==> src/rtl/axi_bridge_pkg.sv <==
// Shared response codes, FSM state encodings and helpers for the AXI4-Lite CDC bridge.
package axi_bridge_pkg;

   localparam logic [1:0] RESP_OKAY   = 2'b00;
   localparam logic [1:0] RESP_SLVERR = 2'b10;
   localparam logic [1:0] RESP_DECERR = 2'b11;

   typedef enum logic [1:0] {W_IDLE, W_REQ, W_REL, W_RESP} w_state_t;
   typedef enum logic [1:0] {R_IDLE, R_REQ, R_REL, R_RESP} r_state_t;

   // Saturating add of up to two error events onto an 8-bit counter.
   function automatic logic [7:0] sat_add8(input logic [7:0] a, input logic [1:0] b);
      logic [8:0] s;
      s = {1'b0, a} + 9'(b);
      return s[8] ? 8'hFF : s[7:0];
   endfunction

endpackage

==> src/rtl/ack_sync.sv <==
// Per-bit flop chain bringing foreign-domain ack levels into the AXI clock domain.
module ack_sync #(
   parameter int unsigned WIDTH  = 1,
   parameter int unsigned STAGES = 2
) (
   input  logic             clk,
   input  logic             rst_n,
   input  logic [WIDTH-1:0] d,
   output logic [WIDTH-1:0] q
);

   logic [STAGES-1:0][WIDTH-1:0] sync_q;

   always_ff @(posedge clk or negedge rst_n) begin
      if (!rst_n) sync_q <= '0;
      else        sync_q <= {sync_q[STAGES-2:0], d};
   end

   assign q = sync_q[STAGES-1];

endmodule

==> src/rtl/axi_lite_cdc_bridge.sv <==
// AXI4-Lite slave forwarding single-beat accesses to N_CH core register ports via
// four-phase req/ack handshakes with synchronised acks, timeout, decode errors and irq.
module axi_lite_cdc_bridge
   import axi_bridge_pkg::*;
#(
   parameter int unsigned C_S_AXI_DATA_WIDTH = 32,
   parameter int unsigned C_S_AXI_ADDR_WIDTH = 8,
   parameter int unsigned N_CH               = 2,
   parameter int unsigned SYNC_STAGES        = 2,
   parameter int unsigned TIMEOUT_CYC        = 1023
) (
   input  logic                               s_axi_aclk,
   input  logic                               s_axi_aresetn,
   input  logic [C_S_AXI_ADDR_WIDTH-1:0]      s_axi_awaddr,
   input  logic                               s_axi_awvalid,
   output logic                               s_axi_awready,
   input  logic [C_S_AXI_DATA_WIDTH-1:0]      s_axi_wdata,
   input  logic [C_S_AXI_DATA_WIDTH/8-1:0]    s_axi_wstrb,
   input  logic                               s_axi_wvalid,
   output logic                               s_axi_wready,
   output logic [1:0]                         s_axi_bresp,
   output logic                               s_axi_bvalid,
   input  logic                               s_axi_bready,
   input  logic [C_S_AXI_ADDR_WIDTH-1:0]      s_axi_araddr,
   input  logic                               s_axi_arvalid,
   output logic                               s_axi_arready,
   output logic [C_S_AXI_DATA_WIDTH-1:0]      s_axi_rdata,
   output logic [1:0]                         s_axi_rresp,
   output logic                               s_axi_rvalid,
   input  logic                               s_axi_rready,
   output logic                               irq,
   input  logic                               irq_clr,
   output logic [7:0]                         err_cnt,
   output logic [C_S_AXI_ADDR_WIDTH-1:0]      core_wr_addr,
   output logic [C_S_AXI_DATA_WIDTH-1:0]      core_wr_data,
   output logic [C_S_AXI_DATA_WIDTH/8-1:0]    core_wr_strb,
   output logic [N_CH-1:0]                    core_wr_req,
   input  logic [N_CH-1:0]                    core_wr_ack,
   output logic [C_S_AXI_ADDR_WIDTH-1:0]      core_rd_addr,
   output logic [N_CH-1:0]                    core_rd_req,
   input  logic [N_CH-1:0]                    core_rd_ack,
   input  logic [N_CH*C_S_AXI_DATA_WIDTH-1:0] core_rd_data
);

   localparam int unsigned DATA_W = C_S_AXI_DATA_WIDTH;
   localparam int unsigned ADDR_W = C_S_AXI_ADDR_WIDTH;
   localparam int unsigned STRB_W = DATA_W / 8;
   localparam int unsigned CH_W   = (N_CH < 2) ? 1 : $clog2(N_CH);
   localparam int unsigned TMO_W  = (TIMEOUT_CYC < 2) ? 1 : $clog2(TIMEOUT_CYC);
   localparam bit          TMO_EN = (TIMEOUT_CYC != 0);
   localparam logic [CH_W:0]    N_CH_V   = (CH_W+1)'(N_CH);
   localparam logic [TMO_W-1:0] TMO_LAST = TMO_W'(TMO_EN ? TIMEOUT_CYC - 32'd1 : 32'd0);

   function automatic logic ch_bad(input logic [CH_W-1:0] ch);
      return {1'b0, ch} >= N_CH_V;
   endfunction

   logic [N_CH-1:0] wr_ack_s, rd_ack_s;

   ack_sync #(.WIDTH(N_CH), .STAGES(SYNC_STAGES)) u_wr_sync (
      .clk(s_axi_aclk), .rst_n(s_axi_aresetn), .d(core_wr_ack), .q(wr_ack_s));
   ack_sync #(.WIDTH(N_CH), .STAGES(SYNC_STAGES)) u_rd_sync (
      .clk(s_axi_aclk), .rst_n(s_axi_aresetn), .d(core_rd_ack), .q(rd_ack_s));

   // ---------------- write path ----------------
   w_state_t            w_state_q, w_state_d;
   logic                aw_got_q, aw_got_d, w_got_q, w_got_d;
   logic                awready_q, awready_d, wready_q, wready_d;
   logic [ADDR_W-1:0]   wr_addr_q, wr_addr_d;
   logic [DATA_W-1:0]   wr_data_q, wr_data_d;
   logic [STRB_W-1:0]   wr_strb_q, wr_strb_d;
   logic [CH_W-1:0]     wr_ch_q, wr_ch_d;
   logic [N_CH-1:0]     wr_req_q, wr_req_d;
   logic                bvalid_q, bvalid_d;
   logic [1:0]          bresp_q, bresp_d;
   logic [TMO_W-1:0]    wr_tmo_q, wr_tmo_d;
   logic                wr_err, wr_ack_sel, aw_hs, w_hs;

   assign aw_hs = s_axi_awvalid & awready_q;
   assign w_hs  = s_axi_wvalid & wready_q;

   always_comb begin
      wr_ack_sel = 1'b0;
      for (int i = 0; i < N_CH; i++)
         if (wr_ch_q == CH_W'(i)) wr_ack_sel = wr_ack_s[i];
   end

   always_comb begin
      w_state_d = w_state_q;
      aw_got_d  = aw_got_q;
      w_got_d   = w_got_q;
      awready_d = awready_q;
      wready_d  = wready_q;
      wr_addr_d = wr_addr_q;
      wr_data_d = wr_data_q;
      wr_strb_d = wr_strb_q;
      wr_ch_d   = wr_ch_q;
      wr_req_d  = wr_req_q;
      bvalid_d  = bvalid_q;
      bresp_d   = bresp_q;
      wr_tmo_d  = wr_tmo_q;
      wr_err    = 1'b0;
      case (w_state_q)
         W_IDLE: begin
            awready_d = 1'b1;
            wready_d  = 1'b1;
            if (aw_got_q) awready_d = 1'b0;
            if (w_got_q)  wready_d  = 1'b0;
            if (aw_hs) begin
               wr_addr_d = s_axi_awaddr;
               aw_got_d  = 1'b1;
               awready_d = 1'b0;
            end
            if (w_hs) begin
               wr_data_d = s_axi_wdata;
               wr_strb_d = s_axi_wstrb;
               w_got_d   = 1'b1;
               wready_d  = 1'b0;
            end
            if ((aw_got_q | aw_hs) && (w_got_q | w_hs)) begin
               aw_got_d = 1'b0;
               w_got_d  = 1'b0;
               wr_tmo_d = '0;
               wr_ch_d  = wr_addr_d[ADDR_W-1 -: CH_W];
               if (ch_bad(wr_ch_d)) begin
                  bvalid_d  = 1'b1;
                  bresp_d   = RESP_DECERR;
                  wr_err    = 1'b1;
                  w_state_d = W_RESP;
               end else begin
                  w_state_d = W_REQ;
               end
            end
         end
         // Req is only raised once the synced ack is seen low, so a late ack from an aborted
         // transfer can never complete this one.
         W_REQ: begin
            wr_tmo_d = wr_tmo_q + TMO_W'(1);
            if ((|wr_req_q) && wr_ack_sel) begin
               wr_req_d  = '0;
               w_state_d = W_REL;
            end else if (TMO_EN && wr_tmo_q == TMO_LAST) begin
               wr_req_d  = '0;
               bvalid_d  = 1'b1;
               bresp_d   = RESP_SLVERR;
               wr_err    = 1'b1;
               w_state_d = W_RESP;
            end else if (!(|wr_req_q) && !wr_ack_sel) begin
               wr_req_d = N_CH'(1) << wr_ch_q;
            end
         end
         W_REL: begin
            wr_tmo_d = wr_tmo_q + TMO_W'(1);
            if (!wr_ack_sel) begin
               bvalid_d  = 1'b1;
               bresp_d   = RESP_OKAY;
               w_state_d = W_RESP;
            end else if (TMO_EN && wr_tmo_q == TMO_LAST) begin
               bvalid_d  = 1'b1;
               bresp_d   = RESP_SLVERR;
               wr_err    = 1'b1;
               w_state_d = W_RESP;
            end
         end
         W_RESP: begin
            if (s_axi_bready) begin
               bvalid_d  = 1'b0;
               awready_d = 1'b1;
               wready_d  = 1'b1;
               w_state_d = W_IDLE;
            end
         end
         default: w_state_d = W_IDLE;
      endcase
   end

   always_ff @(posedge s_axi_aclk or negedge s_axi_aresetn) begin
      if (!s_axi_aresetn) begin
         w_state_q <= W_IDLE;
         aw_got_q  <= 1'b0;
         w_got_q   <= 1'b0;
         awready_q <= 1'b0;
         wready_q  <= 1'b0;
         wr_addr_q <= '0;
         wr_data_q <= '0;
         wr_strb_q <= '0;
         wr_ch_q   <= '0;
         wr_req_q  <= '0;
         bvalid_q  <= 1'b0;
         bresp_q   <= RESP_OKAY;
         wr_tmo_q  <= '0;
      end else begin
         w_state_q <= w_state_d;
         aw_got_q  <= aw_got_d;
         w_got_q   <= w_got_d;
         awready_q <= awready_d;
         wready_q  <= wready_d;
         wr_addr_q <= wr_addr_d;
         wr_data_q <= wr_data_d;
         wr_strb_q <= wr_strb_d;
         wr_ch_q   <= wr_ch_d;
         wr_req_q  <= wr_req_d;
         bvalid_q  <= bvalid_d;
         bresp_q   <= bresp_d;
         wr_tmo_q  <= wr_tmo_d;
      end
   end

   // ---------------- read path ----------------
   r_state_t            r_state_q, r_state_d;
   logic                arready_q, arready_d;
   logic [ADDR_W-1:0]   rd_addr_q, rd_addr_d;
   logic [CH_W-1:0]     rd_ch_q, rd_ch_d;
   logic [N_CH-1:0]     rd_req_q, rd_req_d;
   logic                rvalid_q, rvalid_d;
   logic [1:0]          rresp_q, rresp_d;
   logic [DATA_W-1:0]   rdata_q, rdata_d, rd_sel;
   logic [TMO_W-1:0]    rd_tmo_q, rd_tmo_d;
   logic                rd_err, rd_ack_sel;

   always_comb begin
      rd_ack_sel = 1'b0;
      rd_sel     = '0;
      for (int i = 0; i < N_CH; i++) begin
         if (rd_ch_q == CH_W'(i)) begin
            rd_ack_sel = rd_ack_s[i];
            rd_sel     = core_rd_data[i*DATA_W +: DATA_W];
         end
      end
   end

   always_comb begin
      r_state_d = r_state_q;
      arready_d = arready_q;
      rd_addr_d = rd_addr_q;
      rd_ch_d   = rd_ch_q;
      rd_req_d  = rd_req_q;
      rvalid_d  = rvalid_q;
      rresp_d   = rresp_q;
      rdata_d   = rdata_q;
      rd_tmo_d  = rd_tmo_q;
      rd_err    = 1'b0;
      case (r_state_q)
         R_IDLE: begin
            arready_d = 1'b1;
            if (s_axi_arvalid && arready_q) begin
               rd_addr_d = s_axi_araddr;
               rd_ch_d   = s_axi_araddr[ADDR_W-1 -: CH_W];
               arready_d = 1'b0;
               rd_tmo_d  = '0;
               if (ch_bad(rd_ch_d)) begin
                  rvalid_d  = 1'b1;
                  rresp_d   = RESP_DECERR;
                  rdata_d   = '0;
                  rd_err    = 1'b1;
                  r_state_d = R_RESP;
               end else begin
                  r_state_d = R_REQ;
               end
            end
         end
         R_REQ: begin
            rd_tmo_d = rd_tmo_q + TMO_W'(1);
            if ((|rd_req_q) && rd_ack_sel) begin
               rdata_d   = rd_sel;
               rd_req_d  = '0;
               r_state_d = R_REL;
            end else if (TMO_EN && rd_tmo_q == TMO_LAST) begin
               rd_req_d  = '0;
               rvalid_d  = 1'b1;
               rresp_d   = RESP_SLVERR;
               rdata_d   = '0;
               rd_err    = 1'b1;
               r_state_d = R_RESP;
            end else if (!(|rd_req_q) && !rd_ack_sel) begin
               rd_req_d = N_CH'(1) << rd_ch_q;
            end
         end
         R_REL: begin
            rd_tmo_d = rd_tmo_q + TMO_W'(1);
            if (!rd_ack_sel) begin
               rvalid_d  = 1'b1;
               rresp_d   = RESP_OKAY;
               r_state_d = R_RESP;
            end else if (TMO_EN && rd_tmo_q == TMO_LAST) begin
               rvalid_d  = 1'b1;
               rresp_d   = RESP_SLVERR;
               rdata_d   = '0;
               rd_err    = 1'b1;
               r_state_d = R_RESP;
            end
         end
         R_RESP: begin
            if (s_axi_rready) begin
               rvalid_d  = 1'b0;
               arready_d = 1'b1;
               r_state_d = R_IDLE;
            end
         end
         default: r_state_d = R_IDLE;
      endcase
   end

   always_ff @(posedge s_axi_aclk or negedge s_axi_aresetn) begin
      if (!s_axi_aresetn) begin
         r_state_q <= R_IDLE;
         arready_q <= 1'b0;
         rd_addr_q <= '0;
         rd_ch_q   <= '0;
         rd_req_q  <= '0;
         rvalid_q  <= 1'b0;
         rresp_q   <= RESP_OKAY;
         rdata_q   <= '0;
         rd_tmo_q  <= '0;
      end else begin
         r_state_q <= r_state_d;
         arready_q <= arready_d;
         rd_addr_q <= rd_addr_d;
         rd_ch_q   <= rd_ch_d;
         rd_req_q  <= rd_req_d;
         rvalid_q  <= rvalid_d;
         rresp_q   <= rresp_d;
         rdata_q   <= rdata_d;
         rd_tmo_q  <= rd_tmo_d;
      end
   end

   // ---------------- error counter and sticky irq ----------------
   logic       irq_q, irq_d;
   logic [7:0] err_cnt_q, err_cnt_d;

   always_comb begin
      err_cnt_d = sat_add8(err_cnt_q, 2'(wr_err) + 2'(rd_err));
      irq_d     = (irq_q & ~irq_clr) | wr_err | rd_err;
   end

   always_ff @(posedge s_axi_aclk or negedge s_axi_aresetn) begin
      if (!s_axi_aresetn) begin
         irq_q     <= 1'b0;
         err_cnt_q <= '0;
      end else begin
         irq_q     <= irq_d;
         err_cnt_q <= err_cnt_d;
      end
   end

   assign s_axi_awready = awready_q;
   assign s_axi_wready  = wready_q;
   assign s_axi_bvalid  = bvalid_q;
   assign s_axi_bresp   = bresp_q;
   assign s_axi_arready = arready_q;
   assign s_axi_rvalid  = rvalid_q;
   assign s_axi_rresp   = rresp_q;
   assign s_axi_rdata   = rdata_q;
   assign core_wr_addr  = wr_addr_q;
   assign core_wr_data  = wr_data_q;
   assign core_wr_strb  = wr_strb_q;
   assign core_wr_req   = wr_req_q;
   assign core_rd_addr  = rd_addr_q;
   assign core_rd_req   = rd_req_q;
   assign irq           = irq_q;
   assign err_cnt       = err_cnt_q;

endmodule

==> config.mk <==
export PLATFORM = sky130hd
export DESIGN_NAME = axi_lite_cdc_bridge
export DESIGN_NICKNAME = d
export VERILOG_FILES = /design/src/rtl/axi_bridge_pkg.sv /design/src/rtl/ack_sync.sv /design/src/rtl/axi_lite_cdc_bridge.sv
export SDC_FILE = /design/constraint.sdc
export NUM_CORES = 1
export LEC_CHECK = 0
export ABC_CLOCK_PERIOD_IN_PS = 3000
export CAP_MARGIN = 25
export CORE_MARGIN = 4
export CORE_UTILIZATION = 35
export DETAILED_ROUTE_END_ITERATION = 8
export PLACE_DENSITY = 0.65
export SLEW_MARGIN = 20
export SYNTH_ARGS = -nofsm -noshare
export SYNTH_HDL_FRONTEND = slang
export SYNTH_SLANG_ARGS = --single-unit
==> constraint.sdc <==
create_clock -name s_axi_aclk -period 3 [get_ports s_axi_aclk]
set_input_delay 0.75 -clock s_axi_aclk [delete_from_list [all_inputs] [get_ports s_axi_aclk]]
set_output_delay 0.75 -clock s_axi_aclk [all_outputs]
set_load 0.05 [all_outputs]
-- Word-level counts from Yosys, hierarchy flattened
Index checks and enable logic that the tools add are counted.
- divide/modulo/power cells: 0
- magnitude comparators: 0
- $mul: 0
- bitwise operators: 8
- add/sub/neg operators: 4
- reductions and logical operators: 47
- shift operators: 2
- mux-type cells: 71
- equality and inequality tests: 15
- operator list (cell ; number):
    32-bit two-way mux ; 4
    32-bit one-hot mux with 2 select lines ; 1
    2-bit two-way mux ; 22
    10-bit one-hot mux with 2 select lines ; 2
    2-bit AND reduction ; 17
    1-bit two-way mux ; 27
    10-bit by 1-bit adder with 10-bit output (second input constant) ; 2
    10-bit equality test (second input constant) ; 2
    10-bit two-way mux ; 2
    8-bit two-way mux ; 2
    2-bit one-hot mux with 4 select lines ; 2
    2-bit nonzero test ; 8
    2-bit inequality test (second input constant) ; 7
    3-bit nonzero test ; 4
    1-bit one-hot mux with 2 select lines ; 5
    8-bit by 2-bit adder with 9-bit output ; 1
    2-bit equality test (second input constant) ; 4
    2-bit one-hot mux with 2 select lines ; 2
    2-bit OR reduction ; 4
    1-bit logical AND ; 6
    1-bit one-hot mux with 3 select lines ; 2
    3-bit AND reduction ; 2
    2-bit by 1-bit equality test with 1-bit output (second input constant) ; 2
    1-bit logical NOT ; 4
    other kinds (6) ; 13
- logic and storage cells: 176
- bits in writable memories: 0
- memories: 0
- flip-flop bits (word level): 142
- bits in read-only memories: 0
- bits in latches: 0

-- Depth between registers and ports, before layout
Gate-level depths: netlist of the first run.
- depth after elaboration: 7
- mapped depth: 13

-- Hierarchy
From an unflattened synthesis of the first run, not the netlist that was laid out.
- cell total of the unflattened synthesis: 555
- area total of the unflattened synthesis: 6521.3 um^2
- by module, submodules not included (module ; area each (um^2) ; cells an instance ; instances):
    axi_lite_cdc_bridge ; 6291.0 ; 543 ; 1
    ack_sync ; 115.1 ; 6 ; 2

-- Worst setup path before layout of the first run
No wires, ideal clock.
- path type: reg2reg
- from: register rd_req_q[1] (netlist: core_rd_req[1])
- to: register err_cnt_q[7] (netlist: err_cnt[7])
- path buffers: 0
- stages on the path, launching flop included: 11
- setup time: 0.125 ns
- slack: 0.221 ns
- data arrival time: 2.654 ns
- period minus slack after synthesis: 2.779 ns
- required time: 2.875 ns
- cells stage by stage: dfrtp_1 or2_2 ha_1 nand2b_1 o21ai_0 nand3_1 fa_1 nor2b_1 nand4_1 nor2_1 mux2_2
- longest elaborated chain between the ends: 7
- ends and longest elaborated chain (item ; line ; text):
    from (decl) ; axi_lite_cdc_bridge.sv:214 ; logic [N_CH-1:0] rd_req_q, rd_req_d;
    from (signal assigned) ; axi_lite_cdc_bridge.sv:320 ; rd_req_q <= rd_req_d;
    2-bit OR reduction ; axi_lite_cdc_bridge.sv:264 ; if ((|rd_req_q) && rd_ack_sel) begin
    1-bit logical AND ; axi_lite_cdc_bridge.sv:264 ;
    1-bit two-way mux ; axi_lite_cdc_bridge.sv:264 ;
    1-bit one-hot mux with 2 select lines ; axi_lite_cdc_bridge.sv:243 ; case (r_state_q)
    1-bit by 1-bit adder with 2-bit output ; axi_lite_cdc_bridge.sv:333 ; err_cnt_d = sat_add8(err_cnt_q, 2'(wr_err) + 2'(rd_err));
    8-bit by 2-bit adder with 9-bit output ; axi_bridge_pkg.sv:14 ; s = {1'b0, a} + 9'(b);
    8-bit two-way mux ; axi_bridge_pkg.sv:15 ; return s[8] ? 8'hFF : s[7:0];
    via err_cnt_d[7] ; axi_lite_cdc_bridge.sv:330 ; logic [7:0] err_cnt_q, err_cnt_d;
    to (signal assigned) ; axi_lite_cdc_bridge.sv:343 ; err_cnt_q <= err_cnt_d;
    to (decl) ; axi_lite_cdc_bridge.sv:330 ;
The timed path passes the listed nets, and every way through them passes these cells.
A chain may end at the register's enable or synchronous reset.

==> out/results.txt, run 1 <==
Switching share of power: 46.0%
Area leader, netlist: dfrtp_1
Status: completed
Crit-path cells: mux2i_4 -> inv_1 -> ha_2 -> nand2b_1 -> o21ai_0 -> nand3_1 -> fa_2 -> inv_1 -> ha_2 -> and4_1 -> nand4_1 -> o21ai_1
Core ar.: 18100 sq um
CTS root buf: clkbuf_16
Worst-Margin Slew: 0.670 ns
Vias in the first global route: 5358
Clock sinks: 141
Max Clock Skew: 0.0118 ns
Reg-to-reg critical path endpoint: err_cnt[3]$_DFF_PN0_
Maximum VDD drop: 0.000802 V
CTS H-tree depth: 4
Synth Warn #: 0
Num CTS Buffers: 17
Tcrit/Tclk final: 94.1%
Clk Latency, worst-skew pair: 0.42 ns
Number of flops mapped to enable cells by yosys: 0
Worst-path fanout max: 5
# setup viols final: 0
DR WL/cell: 16.9 um
Hpwl dp: 12900 um
Die width: 144 um
Mapped Cells: 532
Mapped Area: 6480 sq um
Crit start category: flip-flop
Post-Layout Cell Count: 1019
Leakage: 0.00411 uW
Number of iterations in the first detailed-routing pass: 4
I/O pin count: 234
Sw power: 5300 uW
Post-DP Area: 9100 sq um
DRC Markers: 0
Post-synth top cells: dfrtp_1 (141), mux2_2 (53), mux2i_1 (40)
First-pass GRT wire length: 27100 um
Post-synthesis sequential area ratio: 54.4%
CP Class: reg -> reg
Worst Path Arrival: 3.17 ns
DRT iter0 DRCs: 249
Clk pwr share: 18.1%
Seq pwr share: 27.3%
Post-synth net total: 676
Area growth, synth to finish: 49.9%
Port Buffer Count: 233
GRT Total Usage: 16.3%
Pint: 6220 uW
Combinational share of power: 54.6%
Die ar.: 20800 sq um
DR vias: 5204
Pwr Density: 1190 nW/um^2
Largest net degree at the start of global routing: 63
Ys async rst share: 100%
Reg clk slew, reported paths: 0.07 ns
Slew margin rel.: 54.9%
Post-route cell area: 9720 sq um
Pwr Total: 11500 uW
Storage cell area: 3530 sq um
Drt via density: 5.11
Max Clock Freq: 354 MHz
Synth top area share: 54.4%
Filler Cell Count: 1548
GRT overflow: 0
Placer congestion estimate: 0.851
TNS Setup: 0 ns
Syn_area_per_cell: 12.2 sq um
CP max stage delay: 0.39 ns
Reg-to-Reg Start: core_rd_addr[7]$_DFFE_PN0P_
Max Root-Sink Buffers: 2
Slowest cell on crit path: dfrtp_2
Fraction of layout cells with a size suffix above 1: 14.3%
Dpl cells: 986
Hold Crit Class: in -> async
Antenna cells: 0
Rows: 49
Total Wirelength: 17200 um
Min Tclk post-route: 2.82 ns
Die Y: 144 um
Count leader, synth: dfrtp_1
Number of hold violations in the final report: 0
Layout Nets: 921
FF+latch count, synth: 141
Remaining antenna violation count: 0
Pins Over Slew Limit: 0
Post-synthesis cell type count: 54
Crit. End Element: flip-flop
Maxcap violations: 0
Initial antenna violation count: 0
RSZ-0062 raised after global routing: false
CTS tree: built
Initial Util: 35.8%
Ys flop type: dfrtp_1
Top cells by area, synth: dfrtp_1 (54%), mux2_2 (9.2%), mux2i_1 (6.2%), o2bb2ai_1 (4.5%), ha_1 (2.9%)
R2R cell count: 12
Reg-to-reg slack, setup: 0.18 ns
Multi-input logic area: 2780 sq um
CP required: 3.35 ns
-- what timing repair did --
item	in CTS	in global routing
pin swaps	0	2
resized for setup	1	5
hold buffers	0	0
buffers inserted	0	1
gates cloned	0	0
endpoints found under the setup margin	2	7
-- per-stage QoR --
step / setup slack [ns] / hold slack [ns] / util (%)
after global placement: 0.155 / 0.331 / 50.3
after floorplan: 0.221 / 0.331 / -
after global routing: 0.0129 / 0.344 / 53.7
after CTS: 0.0322 / 0.312 / 53.6
final: 0.176 / 0.308 / 53.7
after detailed placement: -0.0149 / 0.336 / 50.3
-- worst max-delay path, delay by kind of cell, from the launching register on --
| kind | cells | cell delay (ns) |
|---|---|---|
| AO/OA/AOI/OAI | 2 | 0.25 |
| multiplexers | 1 | 0.26 |
| adder cells (fa/ha/maj) | 3 | 0.82 |
| flip-flops | 1 | 0.39 |
| AND/OR/NAND/NOR | 4 | 0.85 |
| buffers and inverters | 2 | 0.19 |
-- worst max-delay path by stage --
stage	startpoint	endpoint	slack (ns)	depth (start not counted)
after global routing	core_rd_addr[7]$_DFFE_PN0P_	err_cnt[0]$_DFF_PN0_	0.01	12
after CTS	core_rd_addr[7]$_DFFE_PN0P_	err_cnt[3]$_DFF_PN0_	0.03	12
after floorplan	core_rd_req[1]$_DFFE_PN0P_	err_cnt[7]$_DFF_PN0_	0.22	10
final	core_rd_addr[7]$_DFFE_PN0P_	err_cnt[3]$_DFF_PN0_	0.18	12
after global placement	core_rd_addr[7]$_DFFE_PN0P_	err_cnt[3]$_DFF_PN0_	0.16	12
after detailed placement	core_rd_addr[7]$_DFFE_PN0P_	err_cnt[3]$_DFF_PN0_	-0.01	12
-- power groups by stage --
stage	Combinational [uW]	Clock [uW]	Sequential, uW
after floorplan	2100	0	5280
after global placement	6210	0	3110
after detailed placement	6330	0	3160
after CTS	6340	2150	3140
after global routing	6670	2250	3250
final	6290	2090	3140
-- registers in the layout (all words and copies together), names as in the netlist, 4 cells and up --
signal / cells
core_wr_strb: 4
rd_tmo_q: 10
err_cnt: 8
core_wr_data: 32
core_rd_addr: 8
s_axi_rdata: 32
core_wr_addr: 8
wr_tmo_q: 10
-- final cells by class --
type,instances,share of cell area (%)
inverters,21,0.811
clock buffers,18,4.52
multi-input cells,348,28.6
repair buffers,248,25.3
flip-flops and latches,141,36.3
clock inverters,14,1.55
well taps,229,2.95
-- layer usage --
metal,GRT usage [%],routed length [um]
met2,28.8,9120
met3,4.23,962
met1,19.9,7050
met4,4.31,86
met5,0,0
-- cell usage in the layout, fill, tap and decap left out, types with 5 or more instances in the layout --
cell,count
nor2b_1,6
nand4_1,6
buf_4,15
nor3_1,8
o2bb2ai_1,33
dfrtp_1,140
nand3_1,13
a21oi_1,23
clkdlybuf4s50_1,231
clkbuf_16,17
o21ai_0,16
inv_1,21
nor2_1,23
xnor2_1,8
a31oi_1,10
nand2b_1,11
ha_1,13
mux2_2,53
nand2_1,22
a211oi_1,5
mux2i_1,39
-- logic make-up (layout without fill, tap and decap cells) --
kind of cell / count (synthesis) / count (layout) / synth area share, %
AOI/OAI and AO/OA: 122 / 122 / 13.8
xor gates and xnor gates: 9 / 9 / 1.22
adders and majority gates: 16 / 16 / 3.20
buffers and inverters: 43 / 301 / 3.13
DFF: 141 / 141 / 54.4
muxes: 93 / 93 / 15.4
and+or+nand+nor: 108 / 108 / 8.80
(Power assumes the default switching activity.)
==> inputs of run 2 (changes only) <==
Settings changed: REMOVE_ABC_BUFFERS set to 1.
==> out/results.txt, run 2 (synthesis results as in run 1) <==
Status: completed
Reg-to-Reg Start: core_rd_addr[7]$_DFFE_PN0P_
Initial antenna violation count: 0 (unchanged)
Reg-to-reg critical path endpoint: err_cnt[3]$_DFF_PN0_
DP Worst Slack: 0.144 ns (+0.159 ns)
DR vias: 5258 (+1.0%)
Crit start category: flip-flop
Placer congestion estimate: 0.849 (-0.19%)
RSZ-0062 raised after global routing: false
Maxcap violations: 0 (unchanged)
First-pass GRT wire length: 27000 um (-0.48%)
Hold Crit Class: in -> async
TNS Setup: 0 ns (unchanged)
Die width: 144 um (unchanged)
Initial Util: 35.8% (unchanged)
M2 GR Usage: 26.9% (-1.9 points)
Crit. End Element: flip-flop
Total Wirelength: 16900 um (-2.0%)
Area growth, synth to finish: 50.3%
DR WL/cell: 16.6 um (-2.1%)
Reg-to-reg slack, setup: 0.24 ns (+0.06 ns)
Pins Over Slew Limit: 0 (unchanged)
Vias in the first global route: 5565 (+3.9%)
Max Root-Sink Buffers: 2 (unchanged)
Die Y: 144 um (unchanged)
Worst Path Arrival: 3.10 ns (-0.07 ns)
Num CTS Buffers: 17 (unchanged)
# setup viols final: 0 (unchanged)
Hpwl dp: 12700 um (-1.7%)
DRT iter0 DRCs: 251 (+0.80%)
Buffer and inverter count on the worst path: 2 (unchanged)
R2R cell count: 12 (unchanged)
Met1 Track Usage GR: 18.5% (-1.3 points)
Slowest cell on crit path: fa_2
Min Tclk post-route: 2.76 ns (-0.0618 ns)
Most used routing layer in global routing: met2
Commonest non-fill, non-tap cell in the layout: clkdlybuf4s50_1
Filler Cell Count: 1572 (+1.6%)
Number of iterations in the first detailed-routing pass: 4 (unchanged)
GRT overflow: 0 (unchanged)
Remaining antenna violation count: 0 (unchanged)
Rows: 49 (unchanged)
Drt via density: 5.15 (+0.94%)
Worst-path fanout max: 5 (unchanged)
Pwr Density: 1190 nW/um^2 (+0.43%)
GRT Total Usage: 16.3% (-0.054 points)
Layout Nets: 921 (unchanged)
CTS tree: built
CP Class: reg -> reg
Clk Latency, worst-skew pair: 0.42 ns (about the same)
Slack of the critical path: 0.238 ns (+0.0618 ns)
Post-Layout Cell Count: 1020 (+0.098%)
Max Clock Freq: 362 MHz (+2.2%)
Worst-Margin Slew: 0.721 ns (+0.0510 ns)
Port Buffer Count: 233 (unchanged)
Met3 usage: 7.41% (+3.2 points)
Slew margin rel.: 51.5% (-3.4 points)
DRC Markers: 0 (unchanged)
Reg clk slew, reported paths: 0.06 ns (about the same)
Maximum VDD drop: 0.000866 V (+7.9%)
Largest net degree at the start of global routing: 55 (-13%)
Most frequent cells in the layout: clkdlybuf4s50_1 (231), dfrtp_1 (140), mux2_2 (53), mux2i_1 (39), o2bb2ai_1 (33)
Max Clock Skew: 0.00882 ns (-0.00295 ns)
Worst hold margin: 0.257 ns (-0.0510 ns)
I/O pin count: 234 (unchanged)
Crit path max-delay family: adder cells
CP required: 3.33 ns (-0.02 ns)
CP max stage delay: 0.44 ns (+0.05 ns)
Core ar.: 18100 sq um (unchanged)
Tcrit/Tclk final: 92.1% (-2.1 points)
CTS root buf: clkbuf_16
Setup bufs post-CTS: 0 (unchanged)
CTS H-tree depth: 4 (unchanged)
Leakage: 0.00411 uW (+0.13%)
Die ar.: 20800 sq um (unchanged)
Fraction of layout cells with a size suffix above 1: 14.4% (+0.13 points)
Clock sinks: 141 (unchanged)
Number of hold violations in the final report: 0 (unchanged)
Dpl cells: 987 (+0.10%)
Crit-path cells: mux2i_2 -> inv_2 -> ha_2 -> nand2b_1 -> o21ai_0 -> nand3_1 -> fa_2 -> inv_1 -> ha_2 -> and4_4 -> nand4_1 -> o21ai_0
==> run 2: changes by cell type in the layout (fill, tap and decap cells not counted), moves of 2 or more <==
| cell | delta |
|---|---|
| clkinv_4 | -3 |
| bufinv_16 | +2 |
| clkinvlp_4 | +2 |
| inv_8 | -2 |
==> run 2: how the worst max path moves through the flow <==
| stage | from | end | cells after the start | slack (ns) |
|---|---|---|---|---|
| floorplan | core_rd_addr[7]$_DFFE_PN0P_ | err_cnt[7]$_DFF_PN0_ | 11 | -1.00 |
| CTS | core_rd_addr[7]$_DFFE_PN0P_ | err_cnt[1]$_DFF_PN0_ | 12 | 0.13 |
| global placement | core_rd_addr[7]$_DFFE_PN0P_ | err_cnt[7]$_DFF_PN0_ | 11 | 0.28 |
| finish | core_rd_addr[7]$_DFFE_PN0P_ | err_cnt[3]$_DFF_PN0_ | 12 | 0.24 |
| global route | core_rd_addr[7]$_DFFE_PN0P_ | err_cnt[1]$_DFF_PN0_ | 12 | 0.01 |
| detailed placement | core_rd_addr[7]$_DFFE_PN0P_ | err_cnt[1]$_DFF_PN0_ | 12 | 0.14 |
==> run 2: area by class of cell <==
cell class                      instances  area, sq um  share of cell area, %
Clock inverter                         14          181                   1.86
Tap cell                              229          287                   2.94
Clock buffer                           18          439                   4.51
Timing Repair Buffer                  248         2460                   25.2
Antenna cell                            1         2.50                 0.0257
Inverter                               21         78.8                  0.809
Multi-Input combinational cell        348         2760                   28.4
Sequential cell                       141         3530                   36.2
==> run 2: repair_timing <==
action / 4_1_cts / 5_1_grt
gates resized for setup: 0 / 6
hold buffers: 0 / 0
setup endpoints to repair: 0 / 6
==> run 2: report_power, final <==
part	switching [uW]	leakage (uW)	internal, uW
Sequential	481	0.00173	2650
Clock	850	0.000302	1350
Combinational	3890	0.00208	2370
Total	5220	0.00411	6370
==> run 2: through the flow <==
step | utilization [%] | area [sq um] | power [uW]
3_5_place_dp | 50.3 | 9100 | 9460
3_3_place_gp | 50.3 | 9100 | 9320
5_1_grt | 53.8 | 9740 | 12200
4_1_cts | 53.8 | 9720 | 11700
6_report | 53.8 | 9740 | 11600
2_1_floorplan | - | 6360 | 7310
==> run 2: worst register-to-register path, cell delays in order (launching register included) <==
cell	delay (ns)
dfrtp_2	0.41
mux2i_2	0.21
inv_2	0.08
ha_2	0.22
nand2b_1	0.17
o21ai_0	0.09
nand3_1	0.18
fa_2	0.44
inv_1	0.07
ha_2	0.20
and4_4	0.24
nand4_1	0.22
o21ai_0	0.14
==> run 2: routing by layer <==
layer | up-vias | wire [um]
met5 | - | 0
met4 | 0 | 273
met3 | 21 | 1930
met2 | 207 | 7960
met1 | 2559 | 6730
li1 | 2471 | -
==> inputs of run 3 (changes only) <==
Settings changed: SKIP_CTS_REPAIR_TIMING set to 1.
==> results of run 3 <==
The final DEF is identical to that of run 2; final timing and power are the same.
